**config.mk**
```make
export PLATFORM = sky130hd
export DESIGN_NAME = control_sequencer_flat
export DESIGN_NICKNAME = d
export VERILOG_FILES = /design/src/rtl/control_sequencer_if.sv /design/src/rtl/control_sequencer.sv /design/src/flat_wrapper.sv
export SDC_FILE = /design/constraint.sdc
export NUM_CORES = 1
export LEC_CHECK = 0
export BUFFER_PORTS_ARGS = -buffer_cell sky130_fd_sc_hd__buf_2
export CORE_MARGIN = 5
export CORE_UTILIZATION = 30
export CTS_BUF_LIST = sky130_fd_sc_hd__clkbuf_8
export DETAILED_ROUTE_END_ITERATION = 12
export GPL_TIMING_DRIVEN = 0
export PLACE_DENSITY = 0.52
export SLEW_MARGIN = 5
export SYNTH_ARGS = -nofsm -noshare
export SYNTH_HDL_FRONTEND = slang
export SYNTH_SLANG_ARGS = --single-unit
```
**constraint.sdc**
```tcl
create_clock -name CLK -period 2.47 [get_ports CLK]
set_input_delay 0.1235 -clock CLK [delete_from_list [all_inputs] [get_ports CLK]]
set_output_delay 0.1235 -clock CLK [all_outputs]
set_load 0.01 [all_outputs]
```
**src/rtl/control_sequencer_if.sv**
```systemverilog
// control_sequencer_if
// Groups the handshake, decode and trap signals between the control
// sequencer and the surrounding datapath (fetch, register file, ALU,
// PC logic, data memory).
//
// Signals:
//   INSTRUCTION   fetch -> seq   instruction word
//   INSTR_VALID   fetch -> seq   fetch presents a new instruction
//   BUSYWAIT      mem   -> seq   data memory busy
//   INSTR_READY   seq   -> fetch accept / PC-advance enable
//   MUX1/2/4      seq   -> dp    negate, reg/imm, mem/ALU write-back selects
//   ALUOP         seq   -> ALU   ALU operation
//   WRITEENABLE   seq   -> RF    register-file write strobe
//   JUMP/BRANCH   seq   -> PC    PC control flags
//   READ/WRITE    seq   -> mem   data-memory requests
//   ILLEGAL       seq   -> sys   sticky illegal-opcode trap
//   MEM_ERR       seq   -> sys   sticky memory-timeout trap
//   STATE         seq   -> dbg   IDLE=0, EXEC=1, MEMWAIT=2, TRAP=3
//
// Modports: master = sequencer side, slave = datapath side.
interface control_sequencer_if #(
  parameter int INSTR_WIDTH = 32,
  parameter int ALUOP_WIDTH = 3
) ();

  logic [INSTR_WIDTH-1:0] INSTRUCTION;
  logic                   INSTR_VALID;
  logic                   BUSYWAIT;
  logic                   INSTR_READY;
  logic                   MUX1;
  logic                   MUX2;
  logic                   MUX4;
  logic [ALUOP_WIDTH-1:0] ALUOP;
  logic                   WRITEENABLE;
  logic                   JUMP;
  logic                   BRANCH;
  logic                   READ;
  logic                   WRITE;
  logic                   ILLEGAL;
  logic                   MEM_ERR;
  logic [1:0]             STATE;

  modport master (
    input  INSTRUCTION, INSTR_VALID, BUSYWAIT,
    output INSTR_READY, MUX1, MUX2, MUX4, ALUOP, WRITEENABLE,
           JUMP, BRANCH, READ, WRITE, ILLEGAL, MEM_ERR, STATE
  );

  modport slave (
    output INSTRUCTION, INSTR_VALID, BUSYWAIT,
    input  INSTR_READY, MUX1, MUX2, MUX4, ALUOP, WRITEENABLE,
           JUMP, BRANCH, READ, WRITE, ILLEGAL, MEM_ERR, STATE
  );

endinterface

```
**src/rtl/control_sequencer.sv**
```systemverilog
// control_sequencer
// Registered, stall-aware instruction control sequencer. Decodes the opcode
// into mux selects, ALU operation and PC flags, holds data-memory requests
// until the memory drops BUSYWAIT, sequences load write-back, and traps on
// illegal opcodes or a memory timeout.
//
// Ports:
//   CLK    rising-edge clock
//   RESET  asynchronous active-low reset
//   bus    control_sequencer_if.master (instruction handshake, decode
//          outputs, memory requests, trap flags, debug state)
module control_sequencer #(
  parameter int INSTR_WIDTH  = 32,
  parameter int OPCODE_WIDTH = 8,
  parameter int ALUOP_WIDTH  = 3,
  parameter int NUM_OPCODES  = 17,
  parameter int MEM_TIMEOUT  = 255
) (
  input logic                CLK,
  input logic                RESET,
  control_sequencer_if.master bus
);

  localparam int CNT_W = $clog2(MEM_TIMEOUT + 1);

  typedef enum logic [1:0] {
    IDLE    = 2'd0,
    EXEC    = 2'd1,
    MEMWAIT = 2'd2,
    TRAP    = 2'd3
  } state_t;

  state_t                 state_q, state_d;
  logic                   ready_q, ready_d;
  logic                   mux1_q, mux1_d;
  logic                   mux2_q, mux2_d;
  logic                   mux4_q, mux4_d;
  logic [ALUOP_WIDTH-1:0] aluOp_q, aluOp_d;
  logic                   writeEnable_q, writeEnable_d;
  logic                   jump_q, jump_d;
  logic                   branch_q, branch_d;
  logic                   read_q, read_d;
  logic                   write_q, write_d;
  logic                   illegal_q, illegal_d;
  logic                   memErr_q, memErr_d;
  logic [CNT_W-1:0]       memCount_q, memCount_d;

  logic [OPCODE_WIDTH-1:0] opcode;
  logic                    decLegal;
  logic                    decM1;
  logic                    decM2;
  logic                    decM4;
  logic [ALUOP_WIDTH-1:0]  decAlu;
  logic                    decWe;
  logic                    decJump;
  logic                    decBranch;
  logic                    decRead;
  logic                    decWrite;

  // Only the opcode field drives the control path; the remaining
  // instruction bits belong to the datapath (register numbers, immediates).
  logic unusedOperandBits;
  assign unusedOperandBits = ^bus.INSTRUCTION[INSTR_WIDTH-OPCODE_WIDTH-1:0];

  assign opcode = bus.INSTRUCTION[INSTR_WIDTH-1 -: OPCODE_WIDTH];

  // Pure opcode decode. Every field defaults to 0 so each case item only
  // lists what it turns on. Anything outside the known table, or at or above
  // NUM_OPCODES, is flagged illegal.
  always_comb begin
    decLegal  = 1'b1;
    decM1     = 1'b0;
    decM2     = 1'b0;
    decM4     = 1'b0;
    decAlu    = '0;
    decWe     = 1'b0;
    decJump   = 1'b0;
    decBranch = 1'b0;
    decRead   = 1'b0;
    decWrite  = 1'b0;
    case (opcode)
      OPCODE_WIDTH'(0):  begin decWe = 1'b1; end
      OPCODE_WIDTH'(1):  begin decM2 = 1'b1; decWe = 1'b1; end
      OPCODE_WIDTH'(2):  begin decM2 = 1'b1; decAlu = ALUOP_WIDTH'(1); decWe = 1'b1; end
      OPCODE_WIDTH'(3):  begin decM1 = 1'b1; decM2 = 1'b1; decAlu = ALUOP_WIDTH'(1); decWe = 1'b1; end
      OPCODE_WIDTH'(4):  begin decM2 = 1'b1; decAlu = ALUOP_WIDTH'(2); decWe = 1'b1; end
      OPCODE_WIDTH'(5):  begin decM2 = 1'b1; decAlu = ALUOP_WIDTH'(3); decWe = 1'b1; end
      OPCODE_WIDTH'(6):  begin decJump = 1'b1; end
      OPCODE_WIDTH'(7):  begin decM1 = 1'b1; decM2 = 1'b1; decAlu = ALUOP_WIDTH'(1); decBranch = 1'b1; end
      OPCODE_WIDTH'(8):  begin decM2 = 1'b1; decAlu = ALUOP_WIDTH'(4); decWe = 1'b1; end
      OPCODE_WIDTH'(9):  begin decAlu = ALUOP_WIDTH'(5); decWe = 1'b1; end
      OPCODE_WIDTH'(10): begin decAlu = ALUOP_WIDTH'(6); decWe = 1'b1; end
      OPCODE_WIDTH'(11): begin decAlu = ALUOP_WIDTH'(7); decWe = 1'b1; end
      OPCODE_WIDTH'(12): begin
        decM1 = 1'b1; decM2 = 1'b1; decAlu = ALUOP_WIDTH'(1);
        decJump = 1'b1; decBranch = 1'b1;
      end
      OPCODE_WIDTH'(13): begin decM2 = 1'b1; decRead = 1'b1; decM4 = 1'b1; end
      OPCODE_WIDTH'(14): begin decRead = 1'b1; decM4 = 1'b1; end
      OPCODE_WIDTH'(15): begin decM2 = 1'b1; decWrite = 1'b1; end
      OPCODE_WIDTH'(16): begin decWrite = 1'b1; end
      default:           begin decLegal = 1'b0; end
    endcase
    if (int'(opcode) >= NUM_OPCODES) begin
      decLegal = 1'b0;
    end
  end

  // Next-state and next-output logic. Every register holds by default;
  // each state then clears the strobes it must not carry forward. Mux
  // selects and ALUOP are left holding outside an accept so the datapath
  // never sees a spurious change between instructions.
  always_comb begin
    state_d       = state_q;
    ready_d       = ready_q;
    mux1_d        = mux1_q;
    mux2_d        = mux2_q;
    mux4_d        = mux4_q;
    aluOp_d       = aluOp_q;
    writeEnable_d = writeEnable_q;
    jump_d        = jump_q;
    branch_d      = branch_q;
    read_d        = read_q;
    write_d       = write_q;
    illegal_d     = illegal_q;
    memErr_d      = memErr_q;
    memCount_d    = memCount_q;

    case (state_q)
      IDLE: begin
        ready_d       = 1'b1;
        writeEnable_d = 1'b0;
        jump_d        = 1'b0;
        branch_d      = 1'b0;
        read_d        = 1'b0;
        write_d       = 1'b0;
        if (bus.INSTR_VALID) begin
          ready_d = 1'b0;
          if (!decLegal) begin
            state_d   = TRAP;
            illegal_d = 1'b1;
          end else if (decRead || decWrite) begin
            state_d    = MEMWAIT;
            mux1_d     = decM1;
            mux2_d     = decM2;
            mux4_d     = decM4;
            aluOp_d    = decAlu;
            read_d     = decRead;
            write_d    = decWrite;
            memCount_d = '0;
          end else begin
            state_d       = EXEC;
            mux1_d        = decM1;
            mux2_d        = decM2;
            mux4_d        = decM4;
            aluOp_d       = decAlu;
            writeEnable_d = decWe;
            jump_d        = decJump;
            branch_d      = decBranch;
          end
        end
      end

      EXEC: begin
        state_d       = IDLE;
        ready_d       = 1'b1;
        writeEnable_d = 1'b0;
        jump_d        = 1'b0;
        branch_d      = 1'b0;
      end

      // A count of zero marks the first MEMWAIT cycle, where BUSYWAIT is
      // ignored so the memory always sees at least two request cycles.
      // read_q distinguishes a load from a store on exit. The count never
      // passes MEM_TIMEOUT because the trap fires as it gets there.
      MEMWAIT: begin
        ready_d       = 1'b0;
        writeEnable_d = 1'b0;
        memCount_d    = memCount_q + CNT_W'(1);
        if (memCount_q != '0) begin
          if (!bus.BUSYWAIT) begin
            if (read_q) begin
              state_d       = EXEC;
              read_d        = 1'b0;
              mux4_d        = 1'b1;
              writeEnable_d = 1'b1;
            end else begin
              state_d = IDLE;
              write_d = 1'b0;
              ready_d = 1'b1;
            end
          end else if (int'(memCount_q) + 1 >= MEM_TIMEOUT) begin
            state_d  = TRAP;
            memErr_d = 1'b1;
            read_d   = 1'b0;
            write_d  = 1'b0;
          end
        end
      end

      TRAP: begin
        ready_d       = 1'b0;
        writeEnable_d = 1'b0;
        jump_d        = 1'b0;
        branch_d      = 1'b0;
        read_d        = 1'b0;
        write_d       = 1'b0;
      end

      default: begin
        state_d = IDLE;
        ready_d = 1'b1;
      end
    endcase
  end

  // State and output registers. Reset is asynchronous so an in-flight
  // memory request drops the moment RESET goes low.
  always_ff @(posedge CLK or negedge RESET) begin
    if (!RESET) begin
      state_q       <= IDLE;
      ready_q       <= 1'b1;
      mux1_q        <= 1'b0;
      mux2_q        <= 1'b0;
      mux4_q        <= 1'b0;
      aluOp_q       <= '0;
      writeEnable_q <= 1'b0;
      jump_q        <= 1'b0;
      branch_q      <= 1'b0;
      read_q        <= 1'b0;
      write_q       <= 1'b0;
      illegal_q     <= 1'b0;
      memErr_q      <= 1'b0;
      memCount_q    <= '0;
    end else begin
      state_q       <= state_d;
      ready_q       <= ready_d;
      mux1_q        <= mux1_d;
      mux2_q        <= mux2_d;
      mux4_q        <= mux4_d;
      aluOp_q       <= aluOp_d;
      writeEnable_q <= writeEnable_d;
      jump_q        <= jump_d;
      branch_q      <= branch_d;
      read_q        <= read_d;
      write_q       <= write_d;
      illegal_q     <= illegal_d;
      memErr_q      <= memErr_d;
      memCount_q    <= memCount_d;
    end
  end

  assign bus.INSTR_READY = ready_q;
  assign bus.MUX1        = mux1_q;
  assign bus.MUX2        = mux2_q;
  assign bus.MUX4        = mux4_q;
  assign bus.ALUOP       = aluOp_q;
  assign bus.WRITEENABLE = writeEnable_q;
  assign bus.JUMP        = jump_q;
  assign bus.BRANCH      = branch_q;
  assign bus.READ        = read_q;
  assign bus.WRITE       = write_q;
  assign bus.ILLEGAL     = illegal_q;
  assign bus.MEM_ERR     = memErr_q;
  assign bus.STATE       = state_q;

endmodule

```
**src/flat_wrapper.sv**
```systemverilog
// flat-port wrapper written by rule: the top's interface ports become plain ports
module control_sequencer_flat 
#(
  parameter int INSTR_WIDTH  = 32,
  parameter int OPCODE_WIDTH = 8,
  parameter int ALUOP_WIDTH  = 3,
  parameter int NUM_OPCODES  = 17,
  parameter int MEM_TIMEOUT  = 255
)
  (CLK, RESET, bus_INSTRUCTION, bus_INSTR_VALID, bus_BUSYWAIT, bus_INSTR_READY, bus_MUX1, bus_MUX2, bus_MUX4, bus_ALUOP, bus_WRITEENABLE, bus_JUMP, bus_BRANCH, bus_READ, bus_WRITE, bus_ILLEGAL, bus_MEM_ERR, bus_STATE);
  control_sequencer_if #(.INSTR_WIDTH(INSTR_WIDTH), .ALUOP_WIDTH(ALUOP_WIDTH)) bus_i ();
  input logic CLK;
  input logic RESET;
  input wire logic [$bits(bus_i.INSTRUCTION)-1:0] bus_INSTRUCTION;
  input wire logic [$bits(bus_i.INSTR_VALID)-1:0] bus_INSTR_VALID;
  input wire logic [$bits(bus_i.BUSYWAIT)-1:0] bus_BUSYWAIT;
  output wire logic [$bits(bus_i.INSTR_READY)-1:0] bus_INSTR_READY;
  output wire logic [$bits(bus_i.MUX1)-1:0] bus_MUX1;
  output wire logic [$bits(bus_i.MUX2)-1:0] bus_MUX2;
  output wire logic [$bits(bus_i.MUX4)-1:0] bus_MUX4;
  output wire logic [$bits(bus_i.ALUOP)-1:0] bus_ALUOP;
  output wire logic [$bits(bus_i.WRITEENABLE)-1:0] bus_WRITEENABLE;
  output wire logic [$bits(bus_i.JUMP)-1:0] bus_JUMP;
  output wire logic [$bits(bus_i.BRANCH)-1:0] bus_BRANCH;
  output wire logic [$bits(bus_i.READ)-1:0] bus_READ;
  output wire logic [$bits(bus_i.WRITE)-1:0] bus_WRITE;
  output wire logic [$bits(bus_i.ILLEGAL)-1:0] bus_ILLEGAL;
  output wire logic [$bits(bus_i.MEM_ERR)-1:0] bus_MEM_ERR;
  output wire logic [$bits(bus_i.STATE)-1:0] bus_STATE;
  assign bus_i.INSTRUCTION = bus_INSTRUCTION;
  assign bus_i.INSTR_VALID = bus_INSTR_VALID;
  assign bus_i.BUSYWAIT = bus_BUSYWAIT;
  assign bus_INSTR_READY = bus_i.INSTR_READY;
  assign bus_MUX1 = bus_i.MUX1;
  assign bus_MUX2 = bus_i.MUX2;
  assign bus_MUX4 = bus_i.MUX4;
  assign bus_ALUOP = bus_i.ALUOP;
  assign bus_WRITEENABLE = bus_i.WRITEENABLE;
  assign bus_JUMP = bus_i.JUMP;
  assign bus_BRANCH = bus_i.BRANCH;
  assign bus_READ = bus_i.READ;
  assign bus_WRITE = bus_i.WRITE;
  assign bus_ILLEGAL = bus_i.ILLEGAL;
  assign bus_MEM_ERR = bus_i.MEM_ERR;
  assign bus_STATE = bus_i.STATE;
  control_sequencer #(.INSTR_WIDTH(INSTR_WIDTH), .OPCODE_WIDTH(OPCODE_WIDTH), .ALUOP_WIDTH(ALUOP_WIDTH), .NUM_OPCODES(NUM_OPCODES), .MEM_TIMEOUT(MEM_TIMEOUT)) u_core (.CLK(CLK), .RESET(RESET), .bus(bus_i));
endmodule
```
==> results of run 1 <==
## cells in the mapped netlist (5+ instances only)
master | number | area (um2)
nand2_1 | 26 | 97.6
dfrtp_1 | 23 | 576
o21ai_0 | 20 | 100
nor2_1 | 12 | 45.0
inv_1 | 11 | 41.3
ha_1 | 10 | 125
nor3_1 | 8 | 40.0
a21oi_1 | 6 | 30.0
clkbuf_1 | 5 | 18.8
nand2b_1 | 5 | 31.3
o31ai_1 | 5 | 37.5
## layout by cell type (no fill, tap or decap), drive strengths merged, types with 4 or more instances in the layout
| cell type | count |
|---|---|
| nand2 | 26 |
| inv | 11 |
| o31ai | 5 |
| nor2 | 12 |
| xnor2 | 4 |
| clkbuf | 9 |
| nor3 | 8 |
| dfrtp | 23 |
| nand2b | 6 |
| nand3 | 6 |
| ha | 10 |
| buf | 28 |
| a21oi | 6 |
| o22ai | 4 |
| o21ai | 22 |
## path summary, 6_finish.rpt
| kind | cells past startpoint | startpoint | slack [ps] | end |
|---|---|---|---|---|
| setup / recovery | 7 | u_core.memCount_q[1] | 150 | u_core.bus.STATE[0] |
| setup reg to reg | 7 | u_core.memCount_q[1] | 150 | u_core.bus.STATE[0] |
| max in group asynchronous | 2 | RESET | 1740 | u_core.bus.INSTR_READY |
| min in group asynchronous | 2 | RESET | 360 | u_core.memCount_q[1] |
| hold / removal | 2 | bus_INSTR_VALID | 100 | u_core.bus.INSTR_READY |
| hold reg to reg | 2 | u_core.bus.MUX2 | 480 | u_core.bus.MUX2 |
## routing by layer
layer | share of wire | wire [um] | global-route usage | up-vias
met5 | 0 | 0 | 0 | -
met4 | 0.012 | 44 | 0.0482 | 0
met3 | 0.046 | 175 | 0.0197 | 4
met2 | 0.42 | 1620 | 0.168 | 33
met1 | 0.52 | 1970 | 0.163 | 645
li1 | - | - | - | 731
## what timing repair did
item,in CTS,in global routing
buffers inserted,0,0
endpoints found under the setup margin,0,2
endpoints found under the hold margin,23,0
hold buffers,1,0
## through the flow
step | instance area [um2] | std cells | setup slack (ps) | total power, W | util
final | 1900 | 289 | 146 | 0.00145 | 0.368
after global routing | 1900 | 289 | 4.95 | 0.00158 | 0.368
after CTS | 1900 | 289 | 80.1 | 0.00148 | 0.368
after detailed placement | 1840 | 284 | 101 | 0.00119 | 0.355
after global placement | 1840 | 284 | 115 | 0.00120 | 0.355
after floorplan | 1620 | 189 | 273 | 0.000992 | -
## power groups by stage
stage               sequential, W  combinational [W]  clock [W]
floorplan                0.000549           0.000443          0
global placement         0.000535           0.000660          0
detailed placement       0.000536           0.000655          0
CTS                      0.000529           0.000660   0.000288
global route             0.000543           0.000735   0.000304
finish                   0.000526           0.000648   0.000270
## state kept, by name (all words and copies together), names as in the netlist
register,count
u_core.memCount_q,8
u_core.bus.ALUOP,3
u_core.bus.STATE,2
u_core.bus.BRANCH,1
u_core.bus.ILLEGAL,1
u_core.bus.INSTR_READY,1
u_core.bus.JUMP,1
u_core.bus.MEM_ERR,1
u_core.bus.MUX1,1
u_core.bus.MUX2,1
u_core.bus.MUX4,1
u_core.bus.READ,1
u_core.bus.WRITE,1
u_core.bus.WRITEENABLE,1
## cell families after synthesis
family	Yosys count	share of synthesized area
simple gates	73	0.235
compound gates	53	0.213
flops	24	0.371
buf+inv	19	0.0455
fa+ha+maj	10	0.0770
xor+xnor	6	0.0324
mux	4	0.0262
## area by class of cell
cell class,instances,share of cell area
buffer,8,0.0171
clock buffer,4,0.0289
inverter,11,0.0217
multi-input combinational,146,0.499
sequential,24,0.316
tap,70,0.0461
timing repair buffer,26,0.0711
## worst max-delay path, stage by stage (launching register included)
cell	delay, ps
dfrtp_1	460
ha_1	260
and3_2	260
or2b_2	310
a221oi_2	250
nand3_2	130
a41oi_2	200
mux2_1	340
==> results by group, run 1 <==
Job
  – Number of max-cap violations: 0

Synthesis
  – #FFs+latches synth: 24
  – Synth Area per Inst: 8.59 um2
  – Count of warnings emitted by yosys: 0
  – Synth async-reset ratio: 1.00
  – Mapped Nets: approximately 240
  – Unique masters post-synth: between 40 and 50
  – Mapped Cells: ~190
  – Netlist Area Pre-Place: about 1600 um2
  – Main synth FF type: dfrtp_1
  – Post-synthesis sequential area ratio: 0.371
  – EDFF count, synth: 0

Setup path
  – Crit path capture type: flop
  – Critical setup path kind: reg2reg
  – Data arrival, critical path: 2480 ps
  – CP max FO: 6
  – Critical Path RT: 2630 ps
  – CP startpoint kind: flop

STA
  – Fmax: between 0.4 and 0.5 GHz
  – Fin. max-slew vios: 0
  – Final clock skew: about 2.0 ps
  – Post-route clock period utilization: 0.941
  – RSZ-0062 raised after global routing: no
  – Worst-case hold slack: 99.3 ps
  – Worst Tran Pin Value: ~660 ps
  – Setup TNS: 0 ps
  – Fin crit period: 2320 ps
  – Setup-failing EPs final: 0
  – Slew headroom: 0.556
  – Final Hold Vio Count: 0

Hold path
  – Hold Path Class: in2reg

Route
  – Antenna viol nets, final: 0
  – Drt pass-1 iters: 4
  – Via-to-Cell Ratio: around 5
  – Avg WL per Cell: 13.2 um
  – Vias: between 1k and 1.5k
  – DRT iter0 DRCs: between 60 and 70
  – DRC: 0
  – Final wirelength: approximately 3.8 mm

Power and ir drop
  – Sw Share: 0.405
  – Sequential power share: 0.364
  – Power per cell area: between 700 and 800 nW/um2
  – Peak supply drop: 0.000225 V
  – Pint: 0.000860 W
  – Clk pwr share: 0.187
  – Combinational share of power: 0.449
  – P_sw: around 0.00058 W
  – Pleak: 0.844 nW

Placement
  – RePlAce Congestion: ~0.8
  – DPL Wire Length: slightly below 3 mm
  – Port buffer count: 25

GRT
  – First-pass GRT wire length: 6.60 mm
  – Initial antenna violation count: 0
  – Pin count of the biggest net entering global routing: 25
  – All-Layer GR Usage: 0.114
  – Number of global-route vias before repair: between 1k and 1.5k
  – Grt total ovfl: 0

Layout
  – Share of layout cells above drive strength 1: 0.196
  – Antenna cells: 0
  – Fin nets: 266
  – Syn-to-layout area delta: 17.1%
  – FF+latch area: ~600 um2
  – Multi-input logic area: 948 um2
  – Fillcell total: 565

Floorplanning
  – DIE AREA: 6980 um2
  – I/O pin cnt: 52
  – Die H: between 80 and 90 um
  – Initial Utilization: 0.314
  – Row cnt: 26
  – Core area: about 5200 um2
  – DIE WIDTH: 83.6 um

Clock tree
  – Clk pin slew, worst setup/hold paths: 90 ps
  – Worst-Skew Late Latency: 270 ps
  – CTS tree: done
  – CTS Root Cell: clkbuf_8
  – Resize count post-CTS: 0
  – CTS max path bufs: 2
  – CTS Buf Count: 3
  – CTS Sinks: 24
  – Max H-tree Level: 1

Outcome
  – Status: finished clean
No activity file was read; power rests on OpenSTA's default activity.
==> run 2: changes to the inputs <==
- BUFFER_PORTS_ARGS: -buffer_cell sky130_fd_sc_hd__buf_2 -> -buffer_cell sky130_fd_sc_hd__clkbuf_2
- SETUP_SLACK_MARGIN: not set -> 0.4
==> results by group, run 2 (synthesis gave the netlist of run 1 again) <==
Clock tree
  – CTS Buf Count: 3
  – Max H-tree Level: 1
  – CTS Sinks: 24
  – CTS max path bufs: 2
  – CTS tree: done
  – Clk pin slew, worst setup/hold paths: about 90 ps
  – CTS Root Cell: clkbuf_8
  – Worst-Skew Late Latency: 270 ps

Floorplanning
  – Initial Utilization: 0.314
  – DIE AREA: approximately 7000 um2
  – Core area: ~5200 um2
  – DIE WIDTH: roughly 84 um
  – Row cnt: 26
  – Die H: about 84 um
  – I/O pin cnt: 52

Setup path
  – Critical Path, Cell by Cell: buf_6, nand3_4, or3_4, a221oi_4, nand3_2, a41oi_4, mux2_4
  – Crit path capture type: flop
  – Worst Reg-to-Reg Cells: 7
  – CP max-delay cell: dfrtp_1
  – Critical Path RT: roughly 2600 ps
  – Slowest stage delay, CP: between 400 and 500 ps
  – Data arrival, critical path: around 2300 ps
  – CP max FO: 4
  – Critical setup path kind: reg2reg
  – CP startpoint kind: flop

Route
  – Via-to-Cell Ratio: approximately 4.9
  – Antenna viol nets, final: 0
  – Final wirelength: between 3 and 4 mm
  – Drt pass-1 iters: 4
  – DRT iter0 DRCs: 86
  – Vias: between 1k and 1.5k
  – Avg WL per Cell: about 13 um
  – DRC: 0

Placement
  – Pre-CTS WS: approximately 270 ps
  – Port buffer count: 25
  – RePlAce Congestion: 0.758
  – DPL Wire Length: 2.91 mm

Power and ir drop
  – Power per cell area: roughly 780 nW/um2
  – Pleak: 0.896 nW
  – Final Power: about 0.0016 W
  – Peak supply drop: approximately 0.00025 V

STA
  – Post-route setup slack: around 360 ps
  – Fin crit period: around 2100 ps
  – Final Hold Vio Count: 0
  – Fin. max-slew vios: 0
  – Slew headroom: 0.498
  – Setup-failing EPs final: 0
  – Worst Tran Pin Value: ~750 ps
  – Setup TNS: 0 ps
  – Post-route clock period utilization: 0.853
  – RSZ-0062 raised after global routing: yes
  – Fmax: 0.474 GHz
  – Final clock skew: about 2.7 ps

Hold path
  – Hold Path Class: in2reg
  – Hold Path Depth: 2

Layout
  – Antenna cells: 0
  – Fin util: 0.390
  – Largest Register: u_core.memCount_q
  – Syn-to-layout area delta: 24.3%
  – Fin nets: roughly 270
  – Largest register FFs: 8
  – Most common cell after layout, fill and taps aside: clkbuf_2
  – Share of layout cells above drive strength 1: 0.265
  – Most frequent cells in the layout: 27 x clkbuf_2, 26 x nand2_1, 20 x o21ai_0, 18 x dfrtp_1

GRT
  – Initial antenna violation count: 0
  – Pin count of the biggest net entering global routing: 25
  – Number of global-route vias before repair: around 1.4k
  – Grt total ovfl: 0
  – First-pass GRT wire length: 6.56 mm
  – All-Layer GR Usage: 0.111

Job
  – Number of max-cap violations: 0

Outcome
  – Status: finished clean
-- run 2: changes by cell type in the layout (fill, tap and decap cells not counted), moves of 2 or more --
cell      before  now
buf_2         27    2
clkbuf_2       0   27
dfrtp_1       23   18
ha_1          10    8
dfrtp_2        0    5
mux2_4         0    2
clkbuf_1       5    3
buf_6          0    2
buf_4          0    5
mux2_1         2    0
-- run 2: worst max-delay path: cells and delay by family, from the launching register on --
family	cells	cell delay [ps]
AND/OR/NAND/NOR	3	630
AO/OA/AOI/OAI	2	500
flip-flops	1	420
multiplexers	1	320
buffers and inverters	1	130
-- run 2: through the flow --
step	area [um2]	hold WS, ps	std cells
after floorplan	1630	-172	189
after global placement	1850	177	284
after detailed placement	1850	182	284
after CTS	1960	119	294
after global routing	2020	125	296
final	2020	122	296
-- run 2: power by group --
group          total [W]  internal, W  switching [W]
clock           0.000245     0.000111       0.000133
sequential      0.000532     0.000462      0.0000698
combinational   0.000797     0.000359       0.000438
-- run 2: layout make-up --
cell class	instances	area (um2)
multi-input combinational	146	1010
inverter	11	41.3
clock buffer	3	41.3
clock inverter	1	3.75
tap	70	87.6
fill	536	3150
buffer	8	35.0
sequential	24	608
timing repair buffer	33	195
-- run 2: final timing paths --
kind,start,to,slack (ps)
setup / recovery,u_core.memCount_q[0],u_core.bus.STATE[0],360
hold / removal,bus_INSTR_VALID,u_core.bus.INSTR_READY,120
setup reg to reg,u_core.memCount_q[0],u_core.bus.STATE[0],360
hold reg to reg,u_core.bus.MUX2,u_core.bus.MUX2,480
max in group asynchronous,RESET,u_core.memCount_q[4],1640
min in group asynchronous,RESET,u_core.memCount_q[2],390
-- run 2: routing by layer --
metal | global-route usage | vias up | part of all wire
met5 | 0 | - | 0
met4 | 0.0351 | 0 | 0.014
met3 | 0.0178 | 5 | 0.049
met2 | 0.168 | 34 | 0.44
met1 | 0.161 | 682 | 0.49
li1 | - | 744 | -
-- run 2: what timing repair did --
item                                    4_1_cts  5_1_grt
cloned                                        0        0
hold buffers                                  1        0
buffers inserted                              5        2
resized for setup                             7       11
hold endpoints to repair                     23        0
pin swaps                                     5        3
endpoints found under the setup margin        3       11
==> run 3: changes to the inputs <==
- CELL_PAD_IN_SITES_DETAIL_PLACEMENT: not set -> 1
- CELL_PAD_IN_SITES_GLOBAL_PLACEMENT: not set -> 1
- PLACE_DENSITY: 0.52 -> 0.67
==> results by group, run 3 (synthesis gave the netlist of run 1 again) <==
Placement
  – Inst Count DP: between 200 and 300
  – Port buffer count: 25
  – DPL Wire Length: about 3.2 mm
  – RePlAce Congestion: 0.784

Power and ir drop
  – P_sw: roughly 0.00068 W
  – Clk pwr share: 0.210
  – Sequential power share: 0.314
  – Sw Share: 0.397
  – Pint: 0.00104 W
  – Final Power: ~0.0017 W
  – Peak supply drop: 0.000404 V
  – Power per cell area: 825 nW/um2
  – Pleak: just over 0.9 nW
  – Combinational share of power: 0.477

GRT
  – Pin count of the biggest net entering global routing: 25
  – Initial antenna violation count: 0
  – All-Layer GR Usage: 0.132
  – Grt total ovfl: 0
  – First-pass GRT wire length: between 7 and 8 mm
  – Number of global-route vias before repair: 1602

Hold path
  – Hold Path Class: in2reg
  – Hold_sp: bus_INSTR_VALID

STA
  – Post-route clock period utilization: 0.854
  – Fin crit period: 2110 ps
  – Fin. max-slew vios: 0
  – Fmax: 0.474 GHz
  – Final Hold Vio Count: 0
  – Slew headroom: 0.533
  – Worst-case hold slack: 106 ps
  – Final clock skew: 4.32 ps
  – Setup TNS: 0 ps
  – Setup-failing EPs final: 0
  – Worst Tran Pin Value: 694 ps
  – RSZ-0062 raised after global routing: yes

Floorplanning
  – Die H: ~84 um
  – Initial Utilization: 0.314
  – Core area: ~5200 um2
  – DIE AREA: around 7000 um2
  – I/O pin cnt: 52
  – Row cnt: 26
  – DIE WIDTH: 83.6 um

Setup path
  – Reg2reg start: u_core.memCount_q[0]
  – CP max FO: 4
  – Critical Path Source: u_core.memCount_q[0]
  – CP startpoint kind: flop
  – Critical Path, Cell by Cell: ha_4, and3_4, or2b_4, a221oi_2, nand3_2, a41oi_4, mux2_4
  – Top delay family on crit path: simple AND/OR/NAND/NOR gates
  – Crit path capture type: flop
  – Worst Path Buf+Inv: 0
  – Slowest stage delay, CP: about 460 ps
  – CP max-delay cell: dfrtp_2
  – Data arrival, critical path: 2280 ps
  – Critical setup path kind: reg2reg
  – Critical Path RT: 2640 ps

Layout
  – Most common cell after layout, fill and taps aside: clkbuf_2
  – Share of layout cells above drive strength 1: 0.299
  – Fin nets: ~280
  – Largest Register: u_core.memCount_q
  – Antenna cells: 0
  – Largest register FFs: 8
  – Final cell count without fillers: 301
  – Most frequent cells in the layout: 27 x clkbuf_2, 26 x nand2_1, 19 x o21ai_0, 16 x dfrtp_1, 12 x nor2_1
  – Syn-to-layout area delta: 28.1%

Route
  – DRC: 0
  – Vias: around 1.5k
  – Antenna viol nets, final: 0
  – Via-to-Cell Ratio: a little over 5
  – Met3 WL: ~110 um
  – Drt pass-1 iters: 4
  – Met2 routed WL: ~2.1 mm
  – Met1 WL: between 2 and 2.5 mm
  – DRT iter0 DRCs: 67
  – Final wirelength: roughly 4.6 mm
  – Top Layer Used: met4
  – Avg WL per Cell: roughly 15 um

Clock tree
  – CTS max path bufs: 2
  – CTS Root Cell: clkbuf_8
  – Clk pin slew, worst setup/hold paths: 100 ps
  – CTS Sinks: 24
  – CTS Buf Count: 3
  – CTS tree: done
  – Max H-tree Level: 1
  – Worst-Skew Late Latency: 280 ps

Job
  – Number of max-cap violations: 0

Outcome
  – Status: finished clean
[run 3: cell count changes in the layout (fill, tap and decap cells not counted)]
cell / delta
a221oi_2: +1
a221oi_4: -1
a311oi_1: -1
a311oi_2: +1
buf_4: +5
bufinv_16: +1
dfrtp_1: -2
dfrtp_2: +2
inv_1: -1
o21ai_0: -1
o21ai_1: +1
[run 3: worst paths after layout]
kind	to	slack, ps	depth (start not counted)
max	u_core.bus.STATE[0]	360	7
min	u_core.bus.INSTR_READY	110	2
max reg2reg	u_core.bus.STATE[0]	360	7
min reg2reg	u_core.bus.MEM_ERR	490	1
max in group asynchronous	u_core.memCount_q[4]	1640	2
min in group asynchronous	u_core.bus.STATE[0]	390	2
[run 3: routing by layer]
layer  GRT usage  up-vias
met5           0        -
met4      0.0322        0
met1       0.186      737
li1            -      762
met3      0.0158        7
met2       0.213       23
[run 3: repair_timing]
item                                    CTS  global route
gates cloned                              0             0
setup buffers                             8             4
gates resized for setup                  11            10
endpoints found under the setup margin    3            11
hold buffers                              1             0
hold endpoints to repair                 23             0
pin swaps                                 4             3
[run 3: power groups by stage]
stage	registers [W]	clock network, W	logic [W]
final	0.000539	0.000360	0.000819
after floorplan	0.000550	0	0.000444
after global placement	0.000538	0	0.000666
after detailed placement	0.000542	0	0.000672
after global routing	0.000552	0.000383	0.000909
after CTS	0.000533	0.000366	0.000803
[run 3: area by class of cell]
class	count	area, um2
fillers	619	3090
repair buffers	38	233
multi-input cells	146	1000
clock buffers	3	41.3
well taps	70	87.6
inverters	11	41.3
flip-flops and latches	24	611
clock inverters	1	30.0
plain buffers	8	35.0
[run 3: stage by stage]
stage,cell area [um2],utilization,setup slack (ps)
6_report,2080,0.402,361
5_1_grt,2080,0.402,329
4_1_cts,2040,0.394,344
3_5_place_dp,1850,0.357,280
3_3_place_gp,1850,0.357,293
2_1_floorplan,1630,-,437
